**src/rtl/bird_if.sv**
```systemverilog
// Pixel/command bundle between the bird control FSM, the bird datapath and the VGA plotter.
interface bird_if;
  logic [3:0] STATE;
  logic       doneDrawing;
  logic       flying;
  logic [7:0] bird_x;
  logic [6:0] bird_y;
  logic [7:0] x;
  logic [6:0] y;
  logic [2:0] colour;
  logic       plot;

  modport master (output STATE,
                  input  doneDrawing, flying, bird_x, bird_y, x, y, colour, plot);
  modport slave  (input  STATE,
                  output doneDrawing, flying, bird_x, bird_y, x, y, colour, plot);
endinterface

```
**src/rtl/bird_datapath.sv**
```systemverilog
// One duck: holds position and animation mode, applies FSM commands, and
// rasterises the sprite box one pixel per cycle for erase/redraw passes.
module bird_datapath #(
  parameter int         SCREEN_W    = 160,
  parameter int         SCREEN_H    = 120,
  parameter int         SPRITE_W    = 8,
  parameter int         SPRITE_H    = 8,
  parameter int         STEP        = 4,
  parameter int         FALL_STEP   = 8,
  parameter int         RISE_STEP   = 8,
  parameter int         SPAWN_X     = 76,
  parameter int         SPAWN_Y     = 56,
  parameter logic [2:0] BIRD_COLOUR = 3'b110,
  parameter logic [2:0] SHOT_COLOUR = 3'b100,
  parameter logic [2:0] BG_COLOUR   = 3'b011
) (
  input logic  clk,
  input logic  reset,
  bird_if.slave bus
);
  localparam int N    = SPRITE_W * SPRITE_H;
  localparam int CW   = $clog2(N + 1);
  localparam int XMAX = SCREEN_W - SPRITE_W;
  localparam int YMAX = SCREEN_H - SPRITE_H;

  localparam logic [3:0] S_CLEAR = 4'b0001, S_UL   = 4'b0010, S_UR  = 4'b0011;
  localparam logic [3:0] S_DRAW  = 4'b0101, S_DR   = 4'b0110, S_DL  = 4'b0111;
  localparam logic [3:0] S_SHOT  = 4'b1000, S_ESC  = 4'b1001, S_NEW = 4'b1010;

  typedef enum logic [1:0] {M_IDLE, M_FALL, M_RISE} mode_t;

  mode_t          r_mode, w_mode_eff;
  logic [7:0]     r_bx, r_px;
  logic [6:0]     r_by, r_py;
  logic [2:0]     r_colour;
  logic           r_plot, r_done;
  logic [3:0]     r_state_q;
  logic [CW-1:0]  r_cnt, w_cnt, w_col, w_row;
  logic           w_draw, w_flying;

  logic [8:0] w_x_sum;
  logic [7:0] w_y_sum_s, w_y_sum_f;
  logic [7:0] w_x_r, w_x_l;
  logic [6:0] w_y_d, w_y_u, w_y_fall, w_y_rise;

  // A non-IDLE mode is sticky; SHOT/ESCAPE only choose the mode while IDLE.
  always_comb begin
    w_mode_eff = r_mode;
    if (r_mode == M_IDLE) begin
      if (bus.STATE == S_SHOT)     w_mode_eff = M_FALL;
      else if (bus.STATE == S_ESC) w_mode_eff = M_RISE;
    end
  end

  assign w_flying = ((w_mode_eff == M_FALL) && (r_by != 7'(YMAX))) ||
                    ((w_mode_eff == M_RISE) && (r_by != 7'd0));

  always_comb begin
    w_x_sum   = {1'b0, r_bx} + 9'(STEP);
    w_x_r     = (w_x_sum > 9'(XMAX)) ? 8'(XMAX) : w_x_sum[7:0];
    w_x_l     = (r_bx < 8'(STEP)) ? 8'd0 : r_bx - 8'(STEP);
    w_y_sum_s = {1'b0, r_by} + 8'(STEP);
    w_y_d     = (w_y_sum_s > 8'(YMAX)) ? 7'(YMAX) : w_y_sum_s[6:0];
    w_y_u     = (r_by < 7'(STEP)) ? 7'd0 : r_by - 7'(STEP);
    w_y_sum_f = {1'b0, r_by} + 8'(FALL_STEP);
    w_y_fall  = (w_y_sum_f > 8'(YMAX)) ? 7'(YMAX) : w_y_sum_f[6:0];
    w_y_rise  = (r_by < 7'(RISE_STEP)) ? 7'd0 : r_by - 7'(RISE_STEP);
  end

  always_ff @(posedge clk) begin
    if (reset) begin
      r_bx   <= 8'(SPAWN_X);
      r_by   <= 7'(SPAWN_Y);
      r_mode <= M_IDLE;
    end else begin
      unique case (bus.STATE)
        S_UL: if (r_mode == M_IDLE) begin r_bx <= w_x_l; r_by <= w_y_u; end
        S_UR: if (r_mode == M_IDLE) begin r_bx <= w_x_r; r_by <= w_y_u; end
        S_DL: if (r_mode == M_IDLE) begin r_bx <= w_x_l; r_by <= w_y_d; end
        S_DR: if (r_mode == M_IDLE) begin r_bx <= w_x_r; r_by <= w_y_d; end
        S_SHOT, S_ESC: begin
          r_mode <= w_mode_eff;
          r_by   <= (w_mode_eff == M_FALL) ? w_y_fall : w_y_rise;
        end
        S_NEW: begin
          r_bx   <= 8'(SPAWN_X);
          r_by   <= 7'(SPAWN_Y);
          r_mode <= M_IDLE;
        end
        default: ;
      endcase
    end
  end

  // A change of STATE restarts the raster, so CLEAR->DRAW begins at pixel 0.
  assign w_draw = (bus.STATE == S_CLEAR) || (bus.STATE == S_DRAW);
  assign w_cnt  = (bus.STATE != r_state_q) ? '0 : r_cnt;
  assign w_col  = w_cnt % CW'(SPRITE_W);
  assign w_row  = w_cnt / CW'(SPRITE_W);

  always_ff @(posedge clk) begin
    if (reset) begin
      r_state_q <= 4'b0000;
      r_cnt     <= '0;
      r_plot    <= 1'b0;
      r_done    <= 1'b0;
      r_px      <= 8'd0;
      r_py      <= 7'd0;
      r_colour  <= 3'd0;
    end else begin
      r_state_q <= bus.STATE;
      if (!w_draw) begin
        r_cnt  <= '0;
        r_plot <= 1'b0;
        r_done <= 1'b0;
      end else if (w_cnt < CW'(N)) begin
        r_cnt    <= w_cnt + CW'(1);
        r_plot   <= 1'b1;
        r_done   <= 1'b0;
        r_px     <= r_bx + 8'(w_col);
        r_py     <= r_by + 7'(w_row);
        r_colour <= (bus.STATE == S_CLEAR) ? BG_COLOUR :
                    (r_mode == M_FALL)     ? SHOT_COLOUR : BIRD_COLOUR;
      end else begin
        r_cnt  <= w_cnt;
        r_plot <= 1'b0;
        r_done <= 1'b1;
      end
    end
  end

  assign bus.doneDrawing = r_done;
  assign bus.flying      = w_flying;
  assign bus.bird_x      = r_bx;
  assign bus.bird_y      = r_by;
  assign bus.x           = r_px;
  assign bus.y           = r_py;
  assign bus.colour      = r_colour;
  assign bus.plot        = r_plot;
endmodule

```
**src/flat_wrapper.sv**
```systemverilog
// flat-port wrapper written by rule: the top's interface ports become plain ports
module bird_datapath_flat 
#(
  parameter int         SCREEN_W    = 160,
  parameter int         SCREEN_H    = 120,
  parameter int         SPRITE_W    = 8,
  parameter int         SPRITE_H    = 8,
  parameter int         STEP        = 4,
  parameter int         FALL_STEP   = 8,
  parameter int         RISE_STEP   = 8,
  parameter int         SPAWN_X     = 76,
  parameter int         SPAWN_Y     = 56,
  parameter logic [2:0] BIRD_COLOUR = 3'b110,
  parameter logic [2:0] SHOT_COLOUR = 3'b100,
  parameter logic [2:0] BG_COLOUR   = 3'b011
)
  (clk, reset, bus_STATE, bus_doneDrawing, bus_flying, bus_bird_x, bus_bird_y, bus_x, bus_y, bus_colour, bus_plot);
  bird_if bus_i ();
  input logic clk;
  input logic reset;
  input wire logic [$bits(bus_i.STATE)-1:0] bus_STATE;
  output wire logic [$bits(bus_i.doneDrawing)-1:0] bus_doneDrawing;
  output wire logic [$bits(bus_i.flying)-1:0] bus_flying;
  output wire logic [$bits(bus_i.bird_x)-1:0] bus_bird_x;
  output wire logic [$bits(bus_i.bird_y)-1:0] bus_bird_y;
  output wire logic [$bits(bus_i.x)-1:0] bus_x;
  output wire logic [$bits(bus_i.y)-1:0] bus_y;
  output wire logic [$bits(bus_i.colour)-1:0] bus_colour;
  output wire logic [$bits(bus_i.plot)-1:0] bus_plot;
  assign bus_i.STATE = bus_STATE;
  assign bus_doneDrawing = bus_i.doneDrawing;
  assign bus_flying = bus_i.flying;
  assign bus_bird_x = bus_i.bird_x;
  assign bus_bird_y = bus_i.bird_y;
  assign bus_x = bus_i.x;
  assign bus_y = bus_i.y;
  assign bus_colour = bus_i.colour;
  assign bus_plot = bus_i.plot;
  bird_datapath #(.SCREEN_W(SCREEN_W), .SCREEN_H(SCREEN_H), .SPRITE_W(SPRITE_W), .SPRITE_H(SPRITE_H), .STEP(STEP), .FALL_STEP(FALL_STEP), .RISE_STEP(RISE_STEP), .SPAWN_X(SPAWN_X), .SPAWN_Y(SPAWN_Y), .BIRD_COLOUR(BIRD_COLOUR), .SHOT_COLOUR(SHOT_COLOUR), .BG_COLOUR(BG_COLOUR)) u_core (.clk(clk), .reset(reset), .bus(bus_i));
endmodule
```
**config.mk**
```make
export PLATFORM = sky130hd
export DESIGN_NAME = bird_datapath_flat
export DESIGN_NICKNAME = d
export VERILOG_FILES = /design/src/rtl/bird_if.sv /design/src/rtl/bird_datapath.sv /design/src/flat_wrapper.sv
export SDC_FILE = /design/constraint.sdc
export NUM_CORES = 1
export LEC_CHECK = 0
export ABC_CLOCK_PERIOD_IN_PS = 2300
export BUFFER_PORTS_ARGS = -buffer_cell sky130_fd_sc_hd__buf_2
export CORE_ASPECT_RATIO = 1.1
export CORE_UTILIZATION = 50
export DETAILED_ROUTE_END_ITERATION = 7
export GPL_TIMING_DRIVEN = 0
export HOLD_SLACK_MARGIN = 0.1
export PLACE_DENSITY_LB_ADDON = 0.1
export SYNTH_ARGS = -nofsm -noshare
export SYNTH_HDL_FRONTEND = slang
export SYNTH_SLANG_ARGS = --single-unit
```
**constraint.sdc**
```tcl
create_clock -name clk -period 2.3 [get_ports clk]
set_input_delay 0.46 -clock clk [delete_from_list [all_inputs] [get_ports clk]]
set_output_delay 0.46 -clock clk [all_outputs]
set_load 0.01 [all_outputs]
```
Word-level counts from Yosys, hierarchy flattened
Cells that the tools add are included.

Output and inout port bits: 36. Flip-flop bits (word level): 48. Logic and storage cells: 86. Input bits: 6.

Reduce and logical (&&, ||, !) cells: 18. Equality and inequality tests: 18. Bitwise gates (word level): 1. Add/sub/neg operators: 9. Order comparisons: 7. Muxes and demuxes: 23.

Operators by type and width (count): two-way mux 7 bit (9); two-way mux 8 bit (4); case mux 7 bit (4 select lines) (1); case mux 8 bit (3 select lines) (1); > comparator 8 x 7 -> 1 bit (second input constant) (2); equality test 4 x 3 -> 1 bit (second input constant) (3); equality test 4 bit (second input constant) (3); OR reduction 2 bit (6); adder 8 x 3 -> 9 bit (second input constant) (1); > comparator 9 x 8 -> 1 bit (second input constant) (1); adder 7 x 3 -> 8 bit (second input constant) (1); adder 7 x 4 -> 8 bit (second input constant) (1); adder 8 x 3 -> 8 bit (1); equality test 4 x 2 -> 1 bit (second input constant) (2); < comparator 8 x 3 -> 1 bit (second input constant) (1); two-way mux 2 bit (4); inequality test 2 x 1 -> 1 bit (second input constant) (4); subtractor 8 x 3 -> 8 bit (second input constant) (1); adder 7 x 1 -> 7 bit (second input constant) (1); adder 7 x 4 -> 7 bit (1); < comparator 7 x 3 -> 1 bit (second input constant) (1); < comparator 7 x 4 -> 1 bit (second input constant) (1); < comparator 7 bit (second input constant) (1); inequality test 7 bit (second input constant) (1); other kinds (19) (24).

Depth between registers and ports, before layout
Gate-level depths: netlist of the first run.

Depth in word-level cells: 7. Gate-level depth with buffers: 11. Mapped depth without buffers: 9.

Worst setup path before layout of the first run
Ideal clock, no wire load.

Path type: input -> register. Start point: input port bus_STATE[0]. End point: register u_core.r_py[5] (netlist: u_core.bus.y[5]). Buffers on the path: 2. Cell stages on the path: 11. Slack: -0.150 ns. Arrival: 2.364 ns. Required time: 2.214 ns. Library setup time: 0.086 ns. Path through: buf_4 -> xor2_1 -> nor4_2 -> buf_2 -> nand2_1 -> inv_1 -> ha_1 -> a21oi_1 -> nor2_1 -> xnor2_1 -> a211oi_1.

Word-level cells in the longest chain between the ends: 4. Elaborated cells on any way between the ends: 8. Those cells by class: add/sub (1); order compare (1); eq/ne (3); mux (1); reduce/logical (2).

Ends and longest elaborated chain: start, declared (line flat_wrapper.sv:21) `input wire logic [$bits(bus_i.STATE)-1:0] bus_STATE;`; inequality test 4 bit (*) (line bird_datapath.sv:97) `assign w_cnt = (bus.STATE != r_state_q) ? '0 : r_cnt;`; two-way mux 7 bit (*) (line bird_datapath.sv:97); via u_core.w_cnt[6] (line bird_datapath.sv:38) `logic [CW-1:0] r_cnt, w_cnt, w_col, w_row;`; < comparator 7 bit (line bird_datapath.sv:116) `end else if (w_cnt < CW'(N)) begin`; AND reduction 2 bit (no source line); end signal, assigned (line bird_datapath.sv:121) `r_py <= r_by + 7'(w_row);`; end, declared (line bird_datapath.sv:34) `logic [6:0] r_by, r_py;`.

Mark *: on every way through the listed nets, which the timed path passes. The rest lies on a longest branch. A chain may end at the register's enable or synchronous reset.

Final worst setup path of the first run
Start point: input port bus_STATE[1]. End point: output port bus_flying.

Word-level cells in the longest chain between the ends: 7. Elaborated cells on any way between the ends: 10. Those cells by class: eq/ne (4); mux (3); reduce/logical (3).

Ends and longest elaborated chain: equality test 4 bit (line bird_datapath.sv:51) `else if (bus.STATE == S_ESC) w_mode_eff = M_RISE;`; two-way mux 2 bit (line bird_datapath.sv:51); two-way mux 2 bit (*) (line bird_datapath.sv:50) `if (bus.STATE == S_SHOT) w_mode_eff = M_FALL;`; two-way mux 2 bit (*) (line bird_datapath.sv:49) `if (r_mode == M_IDLE) begin`; equality test 2 x 1 -> 1 bit / equality test 2 bit (equally long branches) (line bird_datapath.sv:55, bird_datapath.sv:56); logical AND 1 bit, on equally long branches (line bird_datapath.sv:55, bird_datapath.sv:56); logical OR 1 bit (*) (line bird_datapath.sv:55) `assign w_flying = ((w_mode_eff == M_FALL) && (r_by != 7'(YMAX))) ||`; end, declared (line flat_wrapper.sv:23) `output wire logic [$bits(bus_i.flying)-1:0] bus_flying;`.

Mark *: on every way between the ends. The rest lies on a longest branch, timed or not.

==> flow_metrics.py, run 1 <==
metrics = {
    "pwr": {
        "p_leak_nw": 1.422,
        "switching_power_w": 0.0005934,
        "irDropWorstVdd_uv": 285.8,
        "powerDensity_nw_per_um2": 513.2,
        "netSwitchingFraction": 0.3304,
        "combPwrFrac": 0.265,
        "seqPwrFrac": 0.467,
        "p_int_w": 0.001202,
        "power_frac_clock": 0.268,
    },
    "synthesis": {
        "yosysTopAreaCell": "dfxtp_1",
        "netlist_area_sq_um": 2992,
        "yosysTopAreaCellShare": 0.2944,
        "yosysWarnings": 0,
        "yosysSeqAreaShare": 0.2944,
        "synth_cell_types": 67,
        "synth_edf_count": 0,
        "syn_avg_cell_area_sq_um": 8.219,
        "synth.area.top_cells": "dfxtp_1, ha_1, nor2_1",
        "ys_dominant_reg_cell": "dfxtp_1",
        "async_flop_share": 0,
        "syn-instance-count": 364,
        "ys_ff_latch": 44,
    },
    "critical_path": {
        "worstSetupEndpointType": "output port",
        "crit_start": "bus_STATE[1]",
        "path_cells": "buf_2, or4b_4, a21oi_4, buf_6, o21ai_1, o31ai_1, buf_2",
        "cp_slowest_cell": "or4b_4",
        "critPathArrivalTime_ns": 1.78,
        "worstSetupPathType": "in2out",
        "crit-reg2reg-launch": "u_core.bus.bird_y[4]$_SDFFE_PP1P_",
        "required_ns": 1.84,
        "crit_top_cell": "buf_2",
        "critPathMaxFanout": 6,
        "cp-start-kind": "primary input",
        "cp_slowest_stage_delay_ns": 0.53,
    },
    "timing": {
        "setup_viol": 0,
        "finalHoldViolCount": 0,
        "post-route-min-period_ns": 2.236,
        "postLayoutSetupSlackWorst_ns": 0.06359,
        "fin_crit_sh": 0.9724,
        "timing.hold.ws_ns": 0.4804,
        "fmax_ghz": 0.4471,
        "fin_setup_tns_ns": 0,
        "fin_skew_ns": 0.004990,
        "drv_slew": 0,
        "tightest_slew_ns": 0.7768,
        "slew_headroom": 0.4821,
    },
    "global_routing": {
        "grt_antenna_before_repair": 0,
        "grt_start_max_net_pins": 14,
        "grt_pass1_wl_microns": 12650,
        "grt_overflow": 0,
        "grt_util_all_layers": 0.2571,
        "grt_pass1_vias": 2624,
    },
    "finish": {
        "final_cell_mix": "buf_2, dfxtp_1, nor2_1",
        "diodes": 0,
        "syn2layout_area_growth_pct": 16.98,
        "postLayoutCoreUtil": 0.6066,
        "final_common_cell": "buf_2",
        "stdcell_area_sq_um": 3500,
        "nets": 443,
        "drive_gt1_frac": 0.2280,
    },
    "placement": {
        "pre_cts_ws_ns": -0.3371,
        "placed_cell_area_sq_um": 3287,
        "hpwlAfterDp_microns": 5460,
        "place_congestion": 0.9161,
        "portBuffers": 36,
    },
    "route": {
        "drtIter0Drc": 197,
        "drc": 0,
        "vias": 2925,
        "antenna_left": 0,
        "wirelength_microns": 7872,
        "viasPerCell": 5.873,
        "wl_per_cell_microns": 15.81,
        "first_pass_iters": 5,
    },
    "floorplanning": {
        "core.rowCount": 29,
        "die_h_microns": 83.13,
        "pin_count": 42,
        "die_w_microns": 75.75,
        "initial_utilization": 0.5185,
        "die-area_sq_um": 6297,
        "core_sq_um": 5769,
    },
    "clock_tree": {
        "max-clock-path-buffers": 2,
        "clock-sinks": 44,
        "tritoncts": "yes",
        "root_buffer": "clkbuf_8",
        "htree_levels": 2,
        "clk_latency_ns": 0.30,
        "numCtsBuffers": 5,
        "clk_pin_slew_ns": 0.08,
    },
    "status": {
        "status": "finished clean",
    },
    "flow_run": {
        "max_cap_viol_count": 0,
    },
    "min_path": {
        "hold_class": "reg2reg",
        "min_from": "u_core.bus.y[0]$_SDFFE_PP0P_",
    },
}
==> per-stage QoR <==
stage | total power [W] | cells
global placement | 0.001286 | 481
finish | 0.001796 | 498
detailed placement | 0.001289 | 481
floorplan | 0.001168 | 368
global route | 0.001875 | 498
CTS | 0.001778 | 492
==> power groups by stage <==
stage / clock [W] / combinational (W) / sequential (W)
3_5_place_dp: 0 / 0.000436 / 0.000853
4_1_cts: 0.000488 / 0.000453 / 0.000837
3_3_place_gp: 0 / 0.000435 / 0.000852
6_report: 0.000481 / 0.000476 / 0.000839
5_1_grt: 0.000511 / 0.000519 / 0.000846
2_1_floorplan: 0 / 0.000313 / 0.000855
==> Yosys cell counts, types with 3 or more instances <==
master / count
inv_1: 13
clkbuf_1: 10
dfxtp_1: 44
buf_1: 3
nor3_1: 7
xnor2_1: 13
nor2_1: 37
nand3_1: 18
mux2i_1: 6
ha_1: 16
a21oi_1: 19
and2_1: 7
xor2_1: 14
nor4_1: 4
o211ai_1: 5
buf_4: 5
a31oi_1: 9
buf_2: 7
nor2b_1: 10
and3_1: 3
a211oi_1: 14
a21o_1: 6
nand2_1: 19
o21ai_0: 15
o2bb2ai_1: 3
buf_6: 4
nand2b_1: 4
==> sequential cells by signal (all words and copies together) (netlist names), 2 cells and up <==
name and count:
u_core.bus.x 8, u_core.bus.y 7, u_core.r_cnt 7, u_core.bus.bird_x 6, u_core.bus.bird_y 5, u_core.r_state_q 4
u_core.bus.colour 3, u_core.r_mode 2
==> critical path: cells and delay by family <==
family / cells / cell delay (ns)
buffers and inverters: 3 / 0.44
and+or+nand+nor: 1 / 0.53
AOI/OAI and AO/OA: 3 / 0.33
==> kinds of logic after synthesis <==
logic type,after synthesis,share of synthesized area
simple gates,130,0.2367
other cells,1,0.001254
compound gates,96,0.2221
buf+inv,42,0.07194
mux,8,0.02760
fa+ha+maj,16,0.06692
flops,44,0.2944
xor+xnor,27,0.07905
==> metal layers <==
| metal | GRT usage | wire length (microns) |
|---|---|---|
| met5 | 0 | 0 |
| met4 | 0.08923 | 159 |
| met3 | 0.03762 | 416 |
| met2 | 0.3966 | 3657 |
| met1 | 0.3590 | 3639 |
==> layout make-up <==
class	instances	area, sq um
fillers	521	2270
multi-input cells	282	1954
flip-flops and latches	44	890.9
repair buffers	46	255.2
plain buffers	29	170.2
well taps	77	96.34
clock buffers	5	68.82
inverters	13	51.30
clock inverters	2	12.51
==> worst paths after layout <==
path,endpoint,slack [ns],depth (start not counted)
worst max register to register,u_core.bus.bird_y[3]$_SDFFE_PP1P_,0.11,8
worst min-delay path,u_core.bus.y[0]$_SDFFE_PP0P_,0.48,2
worst max-delay path,bus_flying,0.06,7
worst min register to register,u_core.bus.y[0]$_SDFFE_PP0P_,0.48,2
==> what timing repair did <==
action / 4_1_cts / 5_1_grt
resized for setup: 12 / 9
gates cloned: 0 / 0
pin swaps: 2 / 7
endpoints found under the setup margin: 6 / 9
hold buffers: 0 / 0
buffers inserted: 4 / 6
Note: power is estimated with default switching activity, not from simulation.
==> run 2, diff against run 1 <==
--- a/config.mk
+++ b/config.mk
@@ -8,7 +8,7 @@
 export ABC_CLOCK_PERIOD_IN_PS = 2300
 export BUFFER_PORTS_ARGS = -buffer_cell sky130_fd_sc_hd__buf_2
 export CORE_ASPECT_RATIO = 1.1
-export CORE_UTILIZATION = 50
+export CORE_UTILIZATION = 52
 export DETAILED_ROUTE_END_ITERATION = 7
 export GPL_TIMING_DRIVEN = 0
 export HOLD_SLACK_MARGIN = 0.1
==> run 2 against run 1 <==
Routed wire length up 1.1%. Fmax down 2.0%. Sequential share of layout area down 0.71 points. Combinational power up 5.9%. Die area down 3.7%. Clock power up 33%. Global-route usage up 1.4 points. Count of clock-buffer cells in the layout up 1. Largest cell class unchanged. Highest routed layer unchanged.
==> flow_metrics.py, run 2 (same netlist as run 1, synthesis figures left out) <==
metrics = {
    "pwr": {
        "p_int_w": 0.001361,
        "power_frac_clock": 0.323,
        "irDropWorstVdd_uv": 412.8,
        "p_leak_nw": 1.446,
        "combPwrFrac": 0.255,
        "powerDensity_nw_per_um2": 547.3,
        "netSwitchingFraction": 0.3109,
        "switching_power_w": 0.0006142,
        "seqPwrFrac": 0.422,
    },
    "critical_path": {
        "crit-reg2reg-launch": "u_core.bus.bird_x[2]$_SDFFE_PP1P_",
        "cp-start-kind": "primary input",
        "cp_slowest_cell": "or4b_4",
        "crit_family": "simple AND/OR/NAND/NOR gates",
        "critPathMaxFanout": 6,
        "reg2reg_depth": 7,
        "r2r_slack_ns": 0.12,
        "cp_slowest_stage_delay_ns": 0.55,
        "critPathArrivalTime_ns": 1.82,
        "worstSetupEndpointType": "output port",
        "reg2reg_to": "u_core.bus.bird_x[6]$_SDFFE_PP1P_",
        "path_cells": "buf_2, or4b_4, a21oi_4, buf_6, o21ai_0, o31ai_1, buf_2",
        "worstSetupPathType": "in2out",
        "crit_start": "bus_STATE[0]",
        "crit_top_cell": "buf_2",
        "cp.buffers_inverters": 3,
        "required_ns": 1.84,
    },
    "route": {
        "wirelength_microns": 7957,
        "wl_per_cell_microns": 16.04,
        "viasPerCell": 5.925,
        "drc": 0,
        "first_pass_iters": 4,
        "drtIter0Drc": 151,
        "antenna_left": 0,
        "vias": 2939,
    },
    "finish": {
        "final_cell_mix": "buf_2, dfxtp_1, nor2_1",
        "fill_cells": 510,
        "stdcell_area_sq_um": 3610,
        "final_common_cell": "buf_2",
        "drive_gt1_frac": 0.2470,
        "multi_input_area_sq_um": 2028,
        "nets": 442,
        "diodes": 0,
        "largest_register_ffs": 8,
        "syn2layout_area_growth_pct": 20.66,
        "seqCellArea_sq_um": 893.4,
    },
    "timing": {
        "fin_crit_sh": 0.9921,
        "slew_headroom": 0.4573,
        "drv_slew": 0,
        "tightest_slew_ns": 0.8140,
        "postLayoutSetupSlackWorst_ns": 0.01817,
        "fmax_ghz": 0.4382,
        "finalHoldViolCount": 0,
        "fin_skew_ns": 0.004423,
        "setup_viol": 0,
        "post-route-min-period_ns": 2.282,
    },
    "global_routing": {
        "grt_antenna_before_repair": 0,
        "grt_pass1_vias": 2574,
        "grt_overflow": 0,
        "grt_start_max_net_pins": 15,
        "grt_util_all_layers": 0.2713,
        "grt_pass1_wl_microns": 12630,
    },
    "min_path": {
        "min_from": "u_core.bus.y[0]$_SDFFE_PP0P_",
        "holdPathEnd": "u_core.bus.y[0]$_SDFFE_PP0P_",
        "hold_depth": 2,
        "hold_class": "reg2reg",
    },
    "floorplanning": {
        "initial_utilization": 0.5474,
        "die-area_sq_um": 6061,
        "die_h_microns": 81.55,
        "pin_count": 42,
        "core.rowCount": 28,
        "core_sq_um": 5465,
        "die_w_microns": 74.32,
    },
    "placement": {
        "hpwlAfterDp_microns": 5492,
        "pre_cts_ws_ns": -0.2983,
        "placed_cell_area_sq_um": 3284,
        "portBuffers": 36,
        "place_congestion": 0.9096,
    },
    "clock_tree": {
        "max-clock-path-buffers": 2,
        "clk_pin_slew_ns": 0.09,
        "root_buffer": "clkbuf_8",
        "htree_levels": 2,
        "clock-sinks": 44,
        "clk_latency_ns": 0.30,
        "tritoncts": "yes",
        "numCtsBuffers": 5,
    },
    "status": {
        "status": "finished clean",
    },
    "flow_run": {
        "max_cap_viol_count": 0,
    },
}
-- run 2: worst register-to-register path, cell delays in order, from the launching register on --
cell	delay [ns]
dfxtp_4	0.41
ha_1	0.23
buf_6	0.14
xnor2_1	0.13
a22oi_2	0.20
nor2_1	0.09
or4_4	0.51
a311o_1	0.36
-- run 2: area by class of cell --
type                            count  share of cell area
Multi-Input combinational cell    282              0.5619
Sequential cell                    44              0.2475
Timing Repair Buffer               45             0.06863
Buffer                             29             0.04818
Tap cell                           75             0.02600
Clock buffer                        6             0.02288
Inverter                           13             0.01421
Clock inverter                      2             0.01075
-- run 2: worst max-delay path by stage --
| stage | to | slack (ns) | cells after the start |
|---|---|---|---|
| after CTS | u_core.bus.x[6]$_SDFFE_PP0P_ | -0.0003 | 12 |
| final | bus_flying | 0.02 | 7 |
| after global routing | u_core.bus.y[6]$_SDFFE_PP0P_ | -0.03 | 12 |
| after global placement | u_core.bus.y[5]$_SDFFE_PP0P_ | -0.30 | 12 |
| after detailed placement | u_core.bus.y[5]$_SDFFE_PP0P_ | -0.30 | 12 |
| after floorplan | u_core.bus.y[5]$_SDFFE_PP0P_ | 0.04 | 11 |
-- run 2: metal layers --
layer	share of wire	GRT usage	wire length, microns
met5	0	0	0
met2	0.47	0.4282	3739
met3	0.054	0.05276	427
met1	0.46	0.3732	3670
met4	0.015	0.08113	120
-- run 2: repair_timing --
item	4_1_cts	5_1_grt
hold buffers	0	0
buffers inserted	1	8
gates resized for setup	11	23
setup endpoints to repair	2	11
pin swaps	1	6
-- run 2: power by group through the flow --
stage | Combinational, W | Sequential (W) | Clock (W)
global placement | 0.000434 | 0.000851 | 0
global route | 0.000553 | 0.000838 | 0.000681
finish | 0.000504 | 0.000833 | 0.000638
floorplan | 0.000313 | 0.000855 | 0
CTS | 0.000453 | 0.000837 | 0.000650
detailed placement | 0.000439 | 0.000852 | 0
-- run 2: per-stage QoR --
stage,util,total power (W),setup TNS (ns),cells,hold WS (ns)
4_1_cts,0.6314,0.001940,-0.0002511,488,0.4768
5_1_grt,0.6605,0.002072,-0.07561,496,0.4928
2_1_floorplan,-,0.001168,0,368,0.4617
3_5_place_dp,0.6010,0.001291,-2.125,479,0.4673
3_3_place_gp,0.6010,0.001285,-2.122,479,0.4557
6_report,0.6605,0.001975,0,496,0.4718
